==> src/rtl/pipe_skid_stage.sv <==
// Pipeline stage register with a one-entry skid buffer.
//
// Handshake (both ports): a word moves across a port on a rising clk edge
// exactly when valid and ready are both high in the preceding cycle. A valid
// producer keeps valid high and its data stable until the transfer happens.
// Ready never depends combinationally on valid, in either direction.
//
// The stage holds up to two words: "main" is always the word presented
// downstream, and "skid" catches the one extra word accepted in the cycle
// in which downstream stalled. The FSM state is exposed through occupancy
// (0/1/2 for EMPTY/BUSY/FULL). Every output decodes only registers.
module pipe_skid_stage #(
  parameter int WIDTH = 32,
  parameter int CNT_W = 16
) (
  input  logic             clk,
  input  logic             rst_n,
  input  logic             flush,
  input  logic             in_valid,
  output logic             in_ready,
  input  logic [WIDTH-1:0] in_data,
  output logic             out_valid,
  input  logic             out_ready,
  output logic [WIDTH-1:0] out_data,
  output logic [1:0]       occupancy,
  output logic [CNT_W-1:0] stall_cnt
);

  typedef enum logic [1:0] {
    EMPTY = 2'd0,
    BUSY  = 2'd1,
    FULL  = 2'd2
  } state_t;

  state_t           state;
  logic [WIDTH-1:0] main_q;
  logic [WIDTH-1:0] skid_q;

  logic in_fire;
  logic out_fire;
  logic stalled;

  localparam logic [CNT_W-1:0] CNT_MAX = {CNT_W{1'b1}};

  // Output decode from the state register only.
  assign in_ready  = (state != FULL);
  assign out_valid = (state != EMPTY);
  assign out_data  = main_q;
  assign occupancy = state;

  assign in_fire  = in_valid & in_ready;
  assign out_fire = out_valid & out_ready;
  assign stalled  = out_valid & ~out_ready & ~flush;

  // Stage controller: loads main/skid and steps EMPTY/BUSY/FULL. A flush
  // empties the stage but leaves stale data in the registers.
  always_ff @(posedge clk or negedge rst_n) begin
    if (!rst_n) begin
      state  <= EMPTY;
      main_q <= '0;
      skid_q <= '0;
    end else if (flush) begin
      state <= EMPTY;
    end else begin
      case (state)
        EMPTY: begin
          if (in_fire) begin
            main_q <= in_data;
            state  <= BUSY;
          end
        end
        BUSY: begin
          if (in_fire && out_fire) begin
            main_q <= in_data;
          end else if (in_fire) begin
            skid_q <= in_data;
            state  <= FULL;
          end else if (out_fire) begin
            state <= EMPTY;
          end
        end
        FULL: begin
          // in_ready is low here, so only the downstream side can move.
          if (out_fire) begin
            main_q <= skid_q;
            state  <= BUSY;
          end
        end
        default: state <= EMPTY;
      endcase
    end
  end

  // Saturating count of cycles where a valid word waits on downstream.
  always_ff @(posedge clk or negedge rst_n) begin
    if (!rst_n) begin
      stall_cnt <= '0;
    end else if (stalled && (stall_cnt != CNT_MAX)) begin
      stall_cnt <= stall_cnt + 1'b1;
    end
  end

endmodule

==> config.mk <==
export PLATFORM = sky130hd
export DESIGN_NAME = pipe_skid_stage
export DESIGN_NICKNAME = d
export VERILOG_FILES = /design/src/rtl/pipe_skid_stage.sv
export SDC_FILE = /design/constraint.sdc
export NUM_CORES = 1
export LEC_CHECK = 0
export CELL_PAD_IN_SITES_DETAIL_PLACEMENT = 2
export CELL_PAD_IN_SITES_GLOBAL_PLACEMENT = 2
export CORE_ASPECT_RATIO = 1.25
export CORE_MARGIN = 2
export CORE_UTILIZATION = 40
export DETAILED_ROUTE_END_ITERATION = 8
export DONT_BUFFER_PORTS = 1
export GPL_ROUTABILITY_DRIVEN = 0
export MAX_ROUTING_LAYER = met4
export PLACE_DENSITY_LB_ADDON = 0.25
export SLEW_MARGIN = 20
export SYNTH_ARGS = -nofsm -noshare
export SYNTH_HDL_FRONTEND = slang
export SYNTH_SLANG_ARGS = --single-unit
==> constraint.sdc <==
create_clock -name clk -period 2.4 [get_ports clk]
set_input_delay 0.24 -clock clk [delete_from_list [all_inputs] [get_ports clk]]
set_output_delay 0.24 -clock clk [all_outputs]
set_load 0.01 [all_outputs]
# ---- Yosys cells after proc, flatten, opt, wreduce, memory -nomap -nowiden
# Cells that the tools add are included.
dict set report word_totals {
  word_cells 42
  out_inout_bits 52
  input_bits 37
  regBits 82
}
dict set report classes {
  muxes 11
  add_sub_neg 1
  bitwise_logic 7
  n_eq_ne 11
  n_reduce_logical 8
}
# cell n
set ops {}
lappend ops {{$mux W32} 3}
lappend ops {{$pmux W32 S3} 1}
lappend ops {{$add A16 B1 Y16 const B} 1}
lappend ops {{$ne A16 B16 Y1 const B} 1}
lappend ops {{$mux W2} 6}
lappend ops {{$ne A3 B3 Y1 const B} 3}
lappend ops {{$ne A2 B2 Y1 const B} 4}
lappend ops {{$reduce_and A4 Y1} 2}
lappend ops {{$pmux W2 S3} 1}
lappend ops {{$reduce_and A5 Y1} 1}
lappend ops {{$and A1 B1 Y1} 4}
lappend ops {{$ne A4 B4 Y1 const B} 1}
lappend ops {{$not A1 Y1} 3}
lappend ops {{$reduce_bool A3 Y1} 1}
lappend ops {{$eq A2 B1 Y1 const B} 1}
lappend ops {{$eq A2 B2 Y1 const B} 1}
lappend ops {{$logic_and A1 B1 Y1} 2}
lappend ops {{$logic_not A2 Y1} 1}
lappend ops {{$reduce_bool A2 Y1} 1}

# ---- Logic depth before layout (Yosys ltp)
# Gate-level depths: netlist of run 1.
dict set report depth {
  ltp_word 7
  depth_mapped 5
  mapped_depth_nobuf 5
}

# ---- Least setup slack after synthesis of run 1
# Ideal clock, no wire load.
dict set report synth_path {
  path_type {register to register}
  startpoint {reg stall_cnt[0]}
  endpoint {reg stall_cnt[1]}
  setup_slack_ns 0.613
  stages_incl_launch_ff 6
  t_required_ns 2.272
  t_arrival_ns 1.659
  period_less_slack_ns 1.787
  setup_ns 0.128
  path_buffers 0
  cell_sequence {dfrtp_1 -> ha_1 -> nand4_4 -> nor4_4 -> nor2_2 -> mux2_1}
}
dict set report synth_via {
  elab_chain_len 2
  word_cells_on_any_way 3
  cone_classes {add/sub: 1; eq/ne: 1; reduce/logical: 1}
}
# item line_no
set synth_lines {}
lappend synth_lines {{from (decl)} 26} ;# output logic [CNT_W-1:0] stall_cnt
lappend synth_lines {{from (signal assigned)} 99} ;# stall_cnt <= stall_cnt + 1'b1;
lappend synth_lines {{branches (longest 2 deep; another with $add A16 B1 Y16)} n/a}
# Parallel ways; which one is timed is not known.
# A chain may end at the register's enable or synchronous reset.

# ---- Worst setup path in the final report of run 1
dict set report layout_path {
  startpoint {reg state[1], in the netlist occupancy[1]}
  endpoint {reg skid_q[30]}
}
dict set report layout_via {
  elab_chain_len 5
  word_cells_on_any_way 8
  cone_classes {eq/ne: 2; bitwise: 3; reduce/logical: 3}
}
# item line_no
set layout_lines {}
lappend layout_lines {{from (decl)} 35} ;# state_t state;
lappend layout_lines {{from (signal assigned)} 59} ;# state <= EMPTY;
lappend layout_lines {{from (signal assigned)} 63} ;# state <= EMPTY;
lappend layout_lines {{from (signal assigned)} 69} ;# state <= BUSY;
lappend layout_lines {{$ne A2 B2 Y1 or $reduce_bool A2 Y1 (tied branches)} {46, 47}}
lappend layout_lines {{$and A1 B1 Y1 (on tied branches)} {51, 52}}
lappend layout_lines {{$logic_and A1 B1 Y1} 73} ;# if (in_fire && out_fire) begin
lappend layout_lines {{$not A1 Y1 (no line)} n/a}
lappend layout_lines {{$reduce_and A4 Y1 (no line) *} n/a}
lappend layout_lines {{to (signal assigned)} 76} ;# skid_q <= in_data;
lappend layout_lines {{to (decl)} 37} ;# logic [WIDTH-1:0] skid_q;
# Every way passes the cells marked *; elsewhere a longest branch is shown, timed or not.

==> results of run 1 <==
## worst max-delay path, stage by stage (launching register included)
cell	delay, ns
dfrtp_1	0.50
nor2b_1	0.31
nor3b_4	0.45
buf_12	0.25
mux2_2	0.36
## metal layers
layer / routed length (um) / global-route usage
met1: 3020 / 0.206
met2: 4210 / 0.294
met3: 573 / 0.0611
met4: 153 / 0.0749
met5: 0 / -
## synthesized netlist by cell type, drive strengths merged (2+ instances only)
master	instances	area share
nand3	7	0.0093
mux2	100	0.30
nor2b	3	0.0050
nand2b	2	0.0033
nand2	9	0.0090
buf	9	0.012
a31oi	2	0.0033
nor2	7	0.0076
nor3b	2	0.0053
nor4	5	0.020
or3	2	0.0047
dfrtp	82	0.55
a21oi	4	0.0053
inv	2	0.0020
xor2	10	0.023
nor4b	3	0.0070
nor3	2	0.0027
nand4	4	0.011
## where the power goes
group / internal [mW] / switching, mW / total (mW)
clock: 0.713 / 0.519 / 1.23
combinational: 0.290 / 0.172 / 0.462
sequential: 1.68 / 0.288 / 1.97
total: 2.69 / 0.979 / 3.67
## repair_timing
action / 4_1_cts / 5_1_grt
hold buffers: 3 / 0
setup buffers: 0 / 0
hold endpoints to repair: 83 / 0
## worst paths after layout
check	endpoint	slack, ns
worst max register to register	skid_q[30]	0.41
max in group asynchronous	skid_q[5]	1.59
worst min register to register	skid_q[4]	0.50
worst min-delay path	skid_q[21]	0.05
min in group asynchronous	stall_cnt[9]	0.49
worst max-delay path	skid_q[30]	0.41
## stage by stage
stage | total power [mW] | worst slack (ns) | area [um2]
floorplan | 2.30 | 0.613 | 3760
global placement | 2.39 | 0.387 | 3950
detailed placement | 2.44 | 0.402 | 3950
CTS | 3.74 | 0.377 | 4260
global route | 3.89 | 0.253 | 4260
finish | 3.67 | 0.406 | 4260
## state kept, by name, summed over array words and instances, names as in the netlist
| register | cells |
|---|---|
| skid_q | 32 |
| stall_cnt | 16 |
| occupancy | 2 |
| out_data | 32 |
## kinds of logic (layout without fill, tap and decap cells)
| logic type | count (synthesis) | in the layout | share of synthesized area |
|---|---|---|---|
| XOR/XNOR | 10 | 10 | 0.0233 |
| adder cells (fa/ha/maj) | 1 | 1 | 0.00333 |
| multiplexers | 100 | 100 | 0.299 |
| buffers and inverters | 12 | 23 | 0.0150 |
| flip-flops | 82 | 82 | 0.545 |
| AND/OR/NAND/NOR | 50 | 50 | 0.0928 |
| AO/OA/AOI/OAI | 12 | 12 | 0.0210 |
## final cells by class
cell class                      count  area (um2)
Clock inverter                      3        17.5
Fill cell                         910        4870
Tap cell                          123         154
Sequential cell                    82        2050
Inverter                            2        7.51
Timing Repair Buffer                7         103
Multi-Input combinational cell    173        1680
Clock buffer                       11         243
==> impl_metrics.toml, run 1 <==
[cts]
cts_max_level = 3
cts_resized = 0
clkTransAtPathRegs_ns = 0.06
cts_tree = "yes"
numCtsBuffers = 9
cts_max_path_buffers = 2
clock_latency_ns = 0.33
clock_sinks = 82
root_buffer = "clkbuf_16"

[run_status]
outcome = "completed"

[placement]
dp_cells = 384
place.port_buffers = 0
place_hpwl_um = 5390

[die]
die_w_um = 90.7
dieArea_mm2 = 0.0102
rows = 39
start_util = 0.412
ios = 89
die_h_um = 112
core_area_mm2 = 0.00913

[sta]
rsz0062_at_grt = "false"
drv_slew = 0
min_period_ns = 1.99
post-route-period-util = 0.831
maxSlewHeadroom = 0.681
hold_violations = 0
final.setup.tns_ns = 0
setup_viol = 0
fmax_mhz = 502
skew_ns = 0.00527
timing.hold.ws_ns = 0.0542
tightest_slew_ns = 0.475

[global_routing]
grt.overflow.total = 0
antenna_found_initial = 0
track_usage = 0.181
grt_pass1_wl_um = 13800
first_global_vias = 2561
grt_start_max_net_pins = 83

[route]
drc = 0
wire_per_inst_um = 19.8
vias = 2187
drtIter0Drc = 69
vias_per_cell = 5.45
postRouteAntennaNets = 0
firstDrtPassIters = 2
postRouteWirelength_um = 7960

[final_layout]
finish.utilization = 0.466
final_cell_mix = "98 x mux2_2, 82 x dfrtp_1, 10 x xor2_1"
nets = 313
drive_above_1_share = 0.457
antenna_cells = 0
synthToLayoutAreaGrowth_pct = 13.1
final_cells = 401
final_common_cell = "mux2_2"

[yosys]
async_reset_ff_frac = 1.00
avgSynthCellArea_um2 = 14.1
synth_seq_area_share = 0.545
syn_area_mm2 = 0.00376
yosysUniqueCellTypes = 37
syn_inst = 267
ys_warn_count = 0
synth_fp_nets = 305
synth_edf_count = 0
ys_seq_elements = 82
synthFlopType = "dfrtp_1"

[setup_path]
endpoint_kind = "flip-flop"
cp_max_fo = 27
arrival_ns = 2.21
startpoint_type = "flip-flop"
r2r-start = "occupancy[1]"
path_class = "flip-flop to flip-flop"
startpoint = "occupancy[1]"
worstPathRequired_ns = 2.61
worstRegToRegCells = 4

[power_and_ir_drop]
leakagePower_nw = 1.79
ir_drop_mv = 0.460
powerDensity_mw_per_mm2 = 862

[hold_path]
hp-start = "in_data[21]"
hold_class = "input pin to flip-flop"
holdPathStages = 1

[job]
max_cap_viol_count = 0
Power figures use the tool's default switching activity.
==> run 2, diff against run 1 <==
CORE_UTILIZATION = 38   (was 40)
clock period = 1.7 ns   (was 2.4 ns; I/O delays follow)
==> run 2 against run 1 <==
The run now ends with negative hold slack, negative setup slack left. First-iteration DRC count down 39%. Sequential share of layout area down 6.5 points. Critical path depth unchanged. Global-route usage up 2.2 points. Sequential power up 40%. Worst setup slack worse by 0.41 ns. Final area up 16%. Largest power group unchanged. Utilization up 4.7 points. Power up 52%. Worst hold slack worse by 0.52 ns. Count of clock-buffer cells in the layout up 2.
==> impl_metrics.toml, run 2 (synthesized netlist as in run 1, its figures left out) <==
[global_routing]
grt_start_max_net_pins = 83
grt.overflow.total = 0
antenna_found_initial = 0
track_usage = 0.203
first_global_vias = 2807
grt_pass1_wl_um = 16100

[route]
vias = 2447
drtIter0Drc = 42
wire_per_inst_um = 21.5
firstDrtPassIters = 4
postRouteWirelength_um = 10100
drc = 0
vias_per_cell = 5.20
postRouteAntennaNets = 0

[cts]
root_buffer = "clkbuf_16"
cts_max_level = 3
clock_sinks = 82
clkTransAtPathRegs_ns = 0.06
clock_latency_ns = 0.33
cts_max_path_buffers = 2
numCtsBuffers = 9
cts_tree = "yes"

[final_layout]
final_cell_mix = "98 x mux2_2, 77 x dfrtp_1, 34 x buf_4"
final_common_cell = "mux2_2"
nets = 378
synthToLayoutAreaGrowth_pct = 31.1
antenna_cells = 0
drive_above_1_share = 0.513
postLayoutCellArea_mm2 = 0.00493

[setup_path]
path_cells = "nor2_2 > or3_4 > nor4_4 > mux2_4"
endpoint_kind = "flip-flop"
slowest_stage = "dfrtp_2"
cp_max_fo = 6
arrival_ns = 1.92
startpoint_type = "flip-flop"
worstPathRequired_ns = 1.91
crit_family = "simple AND/OR/NAND/NOR gates"
crit_buf_inv = 0
max_stage_delay_ns = 0.46
path_class = "flip-flop to flip-flop"

[sta]
maxSlewHeadroom = 0.764
setup_viol = 1
timing.hold.ws_ns = -0.465
tightest_slew_ns = 0.349
hold_violations = 82
layout_setup_ws_ns = -0.00191
drv_slew = 0
fmax_mhz = 588
rsz0062_at_grt = "true"
post-route-period-util = 1.00
skew_ns = 0.00527
min_period_ns = 1.70

[hold_path]
hold_class = "input pin to asynchronous set/reset pin"

[power_and_ir_drop]
ir_drop_mv = 0.540
powerDensity_mw_per_mm2 = 1130
leakagePower_nw = 2.12

[die]
die_h_um = 115
start_util = 0.392
core_area_mm2 = 0.00961
dieArea_mm2 = 0.0107
rows = 40
ios = 89
die_w_um = 93

[placement]
place.port_buffers = 0
placed_cell_area_mm2 = 0.00422
place_hpwl_um = 6280

[job]
max_cap_viol_count = 0

[run_status]
outcome = "complete, but fails checks"
violations = "negative hold slack, negative setup slack"
-- run 2: cell types whose count changed in the layout (fill, tap and decap cells not counted), moves of 2 or more --
cell	before	now
nor4b_1	3	1
nor4_2	2	0
dfrtp_2	0	5
nor4b_2	0	2
dfrtp_1	82	77
clkinvlp_4	1	3
clkinv_2	2	0
buf_12	2	4
nand2b_1	2	0
clkbuf_8	1	3
buf_4	2	34
nor4_4	2	4
dlygate4sd3_1	2	33
-- run 2: power breakdown --
group / leakage, nW / internal, mW / switching (mW) / total (mW)
Combinational: 0.981 / 0.567 / 0.340 / 0.906
Clock: 0.134 / 1.11 / 0.779 / 1.89
Sequential: 1.01 / 2.38 / 0.382 / 2.76
Total: 2.12 / 4.06 / 1.50 / 5.56
-- run 2: path summary, 6_finish.rpt --
path / startpoint / to / slack, ns / cells past startpoint
worst max-delay path: occupancy[0] / stall_cnt[15] / -0.002 / 4
worst min-delay path: rst_n / skid_q[29] / -0.46 / 0
worst max register to register: occupancy[0] / stall_cnt[15] / -0.002 / 4
worst min register to register: skid_q[1] / skid_q[1] / 0.50 / 1
max in group asynchronous: rst_n / stall_cnt[2] / 2.02 / 0
min in group clk: in_data[17] / out_data[17] / 0.11 / 2
-- run 2: cell type report --
class / instances / area [um2]
Fill cell: 922 / 4680
Sequential cell: 82 / 2060
Multi-Input combinational cell: 173 / 1740
Timing Repair Buffer: 72 / 677
Clock buffer: 13 / 270
Tap cell: 126 / 158
Clock inverter: 3 / 22.5
Inverter: 2 / 7.51
-- run 2: metrics by stage --
| stage | worst slack (ns) | setup TNS, ns | power [mW] | utilization | instances |
|---|---|---|---|---|---|
| final | -0.00191 | -0.00191 | 5.56 | 0.513 | 471 |
| after global routing | -0.0557 | -0.303 | 5.84 | 0.513 | 471 |
| after CTS | 0.0274 | 0 | 5.56 | 0.503 | 466 |
| after detailed placement | -0.0239 | -0.207 | 3.60 | 0.439 | 418 |
| after global placement | 0.0247 | 0 | 3.50 | 0.439 | 418 |
| after floorplan | 0.00278 | 0 | 3.25 | - | 267 |
-- run 2: metal layers --
metal,global-route usage,part of all wire,vias to the layer above
met2,0.349,0.55,61
met3,0.0577,0.056,7
li1,-,-,1116
met5,-,0,-
met4,0.0529,0.0086,0
met1,0.234,0.39,1263
-- run 2: timing repair --
item,CTS,global route
resized for setup,1,13
setup buffers,0,4
setup endpoints to repair,66,65
hold buffers,32,1
pin swaps,1,0
cloned,0,0
hold endpoints to repair,114,83
==> run 3, diff against run 2 <==
CAP_MARGIN = 25   (was not set)
==> results of run 3 <==
Final layout, timing and power as in run 2 (identical DEF).
==> variant 1: new RTL, config.mk and constraints of run 3 <==
The parameter `CNT_W` goes from 16 to 32.
--- a/src/rtl/pipe_skid_stage.sv
+++ b/src/rtl/pipe_skid_stage.sv
@@ -13,3 +13,3 @@
   parameter int WIDTH = 32,
-  parameter int CNT_W = 16
+  parameter int CNT_W = 32
 ) (
Interface: changed (resized stall_cnt); port bits go from 89 to 105. No check against the original RTL was run, so the function may have changed too.
==> variant 1 against run 3 <==
- the run still ends with negative hold slack, negative setup slack left
- count of clock-buffer cells in the layout down 1
- sequential cell count up 16
- wire length up 35%
- total power up 13%
- setup slack worse by 0.11 ns
- critical path type unchanged
- hold slack worse by 0.016 ns
- design area up 22%
- area after synthesis up 15%
- via count up 34%
- critical path depth up 3
- clock power up 20%
==> variant 1: results <==
{
  "wl_mm": 13.67,
  "grt_usage_pct": 20.60,
  "tns_ns": -0.6445,
  "violations": "negative hold slack, negative setup slack",
  "placed_cell_area_um2": 4995,
  "p_leak_uw": 0.002616,
  "hold_buffers": 34,
  "drive_gt1_share_pct": 35.33,
  "status": "complete, but fails checks",
  "nets": 500,
  "crit_fanout": 4,
  "met3_usage_pct": 5.879,
  "clk_pin_slew_ns": 0.07,
  "n_fill_cell": 1028,
  "grt_max_degree": 99,
  "p_int_uw": 4646,
  "synthTopCellsByCount": "dfrtp_1, nor2_1, a21oi_1, mux2_2, mux2i_1",
  "async_flop_share_pct": 100.0,
  "io_buffers": 0,
  "ir_drop_v": 0.0005488,
  "relSlewSlack_pct": 75.34,
  "setup_slack_ns": -0.1139,
  "first_global_vias": 3728,
  "diodes": 0,
  "clock_skew_ns": 0.01195,
  "dr.first_iter.drc_count": 56,
  "clock_latency_ns": 0.35,
  "cts_buffers": 9,
  "synth_cell_type_count": 38,
  "finalHoldViolCount": 98,
  "grt_first_pass_wirelength_mm": 19.22,
  "worstPathArrival_ns": 2.04,
  "setup_viol": 14,
  "syn_nets": 403,
  "grt_use_met2_pct": 36.32,
  "vias_per_cell": 5.429,
  "clockBufferDepth": 2,
  "hp-class": "primary input to async pin",
  "synth_area_leaders": "dfrtp_1, mux2_2, mux2i_1",
  "dp_hpwl_mm": 7.643,
  "timing.hold.ws_ns": -0.4807,
  "htree_levels": 3,
  "antenna_found_initial": 0,
  "yosysSeqAreaShare_pct": 56.91,
  "pre_cts_ws_ns": -0.1260,
  "clockRootBuffer": "clkbuf_16",
  "ys_warn_count": 0,
  "grt_util_met1_pct": 23.22,
  "dr.pass1.iters": 4
}
==> variant 1: critical path: stages (launching register included) <==
cell	delay [ns]
dfrtp_2	0.43
ha_4	0.17
and4_4	0.20
and4_4	0.19
a31oi_4	0.26
buf_4	0.17
nand4_1	0.13
xnor2_1	0.16
==> variant 1: power groups by stage <==
stage,Combinational (uW),Clock [uW],Sequential (uW)
6_report,944,2270,3070
3_3_place_gp,728,0,3090
4_1_cts,878,2300,3080
5_1_grt,1050,2410,3120
3_5_place_dp,794,0,3120
2_1_floorplan,475,0,3100
==> variant 1: worst paths after layout <==
path	to	start	cells after the start
max in group asynchronous	stall_cnt[14]$_DFFE_PN0P_	rst_n	0
worst max register to register	stall_cnt[27]$_DFFE_PN0P_	stall_cnt[1]$_DFFE_PN0P_	7
min in group clk	out_data[29]$_DFFE_PN0P_	in_data[29]	2
worst max-delay path	stall_cnt[27]$_DFFE_PN0P_	stall_cnt[1]$_DFFE_PN0P_	7
worst min register to register	skid_q[26]$_DFFE_PN0P_	skid_q[26]$_DFFE_PN0P_	1
worst min-delay path	out_data[19]$_DFFE_PN0P_	rst_n	0
==> variant 1: routing by layer <==
metal  wire, um  vias to the layer above
met5          0                        -
met4        144                        0
met3        710                       13
met2       7621                       82
met1       5193                     1690
li1           -                     1483
==> variant 1: stage by stage <==
stage	std cells	total power (uW)	utilization (%)
floorplan	365	3573	-
global placement	537	3813	45.07
detailed placement	537	3918	45.07
CTS	588	6261	51.35
global route	602	6584	54.24
finish	602	6290	54.24
==> variant 1: area by class of cell <==
cell class	instances	area share, %
sequential	98	40.94
clock inverter	4	1.228
timing repair buffer	100	16.42
inverter	4	0.2497
clock buffer	12	4.266
tap	135	2.810
multi-input combinational	249	34.09
==> variant 1: kinds of logic (layout without fill, tap and decap cells) <==
family | after synthesis | after routing | synth area share, %
adder cells (fa/ha/maj) | 1 | 1 | 0.2903
AO/OA/AOI/OAI | 42 | 42 | 5.430
AND/OR/NAND/NOR | 110 | 111 | 13.44
multiplexers | 65 | 65 | 16.06
flip-flops | 98 | 98 | 56.91
buffers and inverters | 19 | 120 | 1.771
XOR/XNOR | 30 | 30 | 6.098
==> variant 1: what timing repair did <==
item / CTS / global route
setup endpoints to repair: 47 / 49
pin swaps: 10 / 16
cloned: 1 / 3
gates resized for setup: 7 / 33
buffers inserted: 1 / 11
hold endpoints to repair: 132 / 98
==> variant 2: new RTL, config.mk and constraints of run 3 <==
Without the edit above. Make the reset (`rst_n`) synchronous in 2 clocked blocks.
--- a/src/rtl/pipe_skid_stage.sv
+++ b/src/rtl/pipe_skid_stage.sv
@@ -56,3 +56,3 @@
   // empties the stage but leaves stale data in the registers.
-  always_ff @(posedge clk or negedge rst_n) begin
+  always_ff @(posedge clk) begin
     if (!rst_n) begin
@@ -94,3 +94,3 @@
   // Saturating count of cycles where a valid word waits on downstream.
-  always_ff @(posedge clk or negedge rst_n) begin
+  always_ff @(posedge clk) begin
     if (!rst_n) begin
Behaviour: differs if rst_n is asserted again (counterexample within 4 cycles, from zero or initial values and one cycle with rst_n low); with rst_n held inactive, the same outputs for 4 cycles.
==> variant 2 against run 3 <==
- sequential cell count stayed put
- largest cell class is now multi-input gates
- area after synthesis is 3.0% lower
- setup slack better by 0.051 ns
- die area is 2.9% lower
- wire length is 34% higher
- core utilization is 0.71 points lower
- design area is 2.9% lower
- maximum frequency is 3.1% higher
Power is not compared: it rests on default switching activity, and its combinational part moved more than twofold at a synthesized area within 25%.
==> variant 2: results <==
{
  "syn_nets": 449,
  "dp_hpwl_mm": 7.768,
  "pre_cts_ws_ns": -0.01385,
  "wl_met2_mm": 7.321,
  "timing.hold.ws_ns": 0.005922,
  "startpoint": "stall_cnt[8]$_SDFFE_PN0P_",
  "grt_usage_pct": 27.01,
  "synth_area_leaders": "dfxtp_1, mux2i_1, nand2_1",
  "async_flop_share_pct": 0,
  "drive_gt1_share_pct": 17.38,
  "clock_skew_ns": 0.006150,
  "critPathCapture": "stall_cnt[8]$_SDFFE_PN0P_",
  "tightest_slew_ns": 0.4361,
  "first_global_vias": 4019,
  "antenna_found_initial": 0,
  "htree_levels": 3,
  "finalNonFillerCells": 592,
  "ys_warn_count": 0,
  "io_buffers": 0,
  "placed_cell_area_um2": 4018,
  "synthAdderAreaFrac_pct": 0.3428,
  "grt_util_met1_pct": 29.23,
  "synthMuxAreaShare_pct": 9.599,
  "slowest_delay_ns": 0.51,
  "r2r_cells": 6,
  "synth_cell_type_count": 43,
  "worstPathArrival_ns": 1.86,
  "netlist_instances": 411,
  "r2r_slack_ns": 0.05,
  "met3_length_um": 457,
  "diodes": 0,
  "yosysSeqAreaShare_pct": 44.98,
  "vias": 3485,
  "status": "finished clean",
  "n_fill_cell": 975,
  "p_int_uw": 3531,
  "crit_fanout": 7,
  "grt_use_met2_pct": 49.26,
  "hold_end": "stall_cnt[3]$_SDFFE_PN0P_",
  "wl_met1_mm": 5.609,
  "synth_flop_cell": "dfxtp_1",
  "dr.first_iter.drc_count": 140,
  "cp_top_family": "simple AND/OR/NAND/NOR gates",
  "synth_compound_area_share_pct": 18.34,
  "finalCoreUtilization_pct": 50.63,
  "clockRootBuffer": "clkbuf_16",
  "met3_usage_pct": 4.954,
  "wl_per_cell_um": 23.00,
  "nets": 499,
  "dpl.cell_count": 540,
  "grt_max_degree": 41,
  "grt_first_pass_wirelength_mm": 21.37,
  "hp-class": "primary input to flip-flop",
  "synthTopCellsByCount": "dfxtp_1, nand2_1, a21oi_1, mux2i_1, nor4_1",
  "clock_latency_ns": 0.35,
  "cpMaxStageDelayCell": "dfxtp_1",
  "synth_xor_area_share_pct": 0
}
[variant 2: changes by cell type after synthesis, sizes merged, moves of 32 or more]
cell	change
a21oi	+37
a31o	+32
dfrtp	-82
dfxtp	+82
mux2	-100
mux2i	+35
nand2	+67
[variant 2: timing repair]
item                                    CTS  global route
buffers inserted                          1             1
resized for setup                         1            20
endpoints found under the hold margin    70             1
cloned                                    0             1
endpoints found under the setup margin    3            61
hold buffers                             32             1
pin swaps                                 1             1
[variant 2: power groups by stage]
stage / sequential (uW) / clock, uW / combinational [uW]
after global placement: 2080 / 0 / 270
after CTS: 2040 / 2210 / 367
after detailed placement: 2090 / 0 / 282
final: 2040 / 2180 / 379
after global routing: 2050 / 2280 / 410
after floorplan: 2070 / 0 / 214
[variant 2: layout make-up]
class	count	area share [%]
Clock buffer	12	5.355
Clock inverter	4	1.541
Inverter	3	0.2612
Multi-Input combinational cell	290	39.68
Sequential cell	82	34.40
Tap cell	126	3.292
Timing Repair Buffer	75	15.46
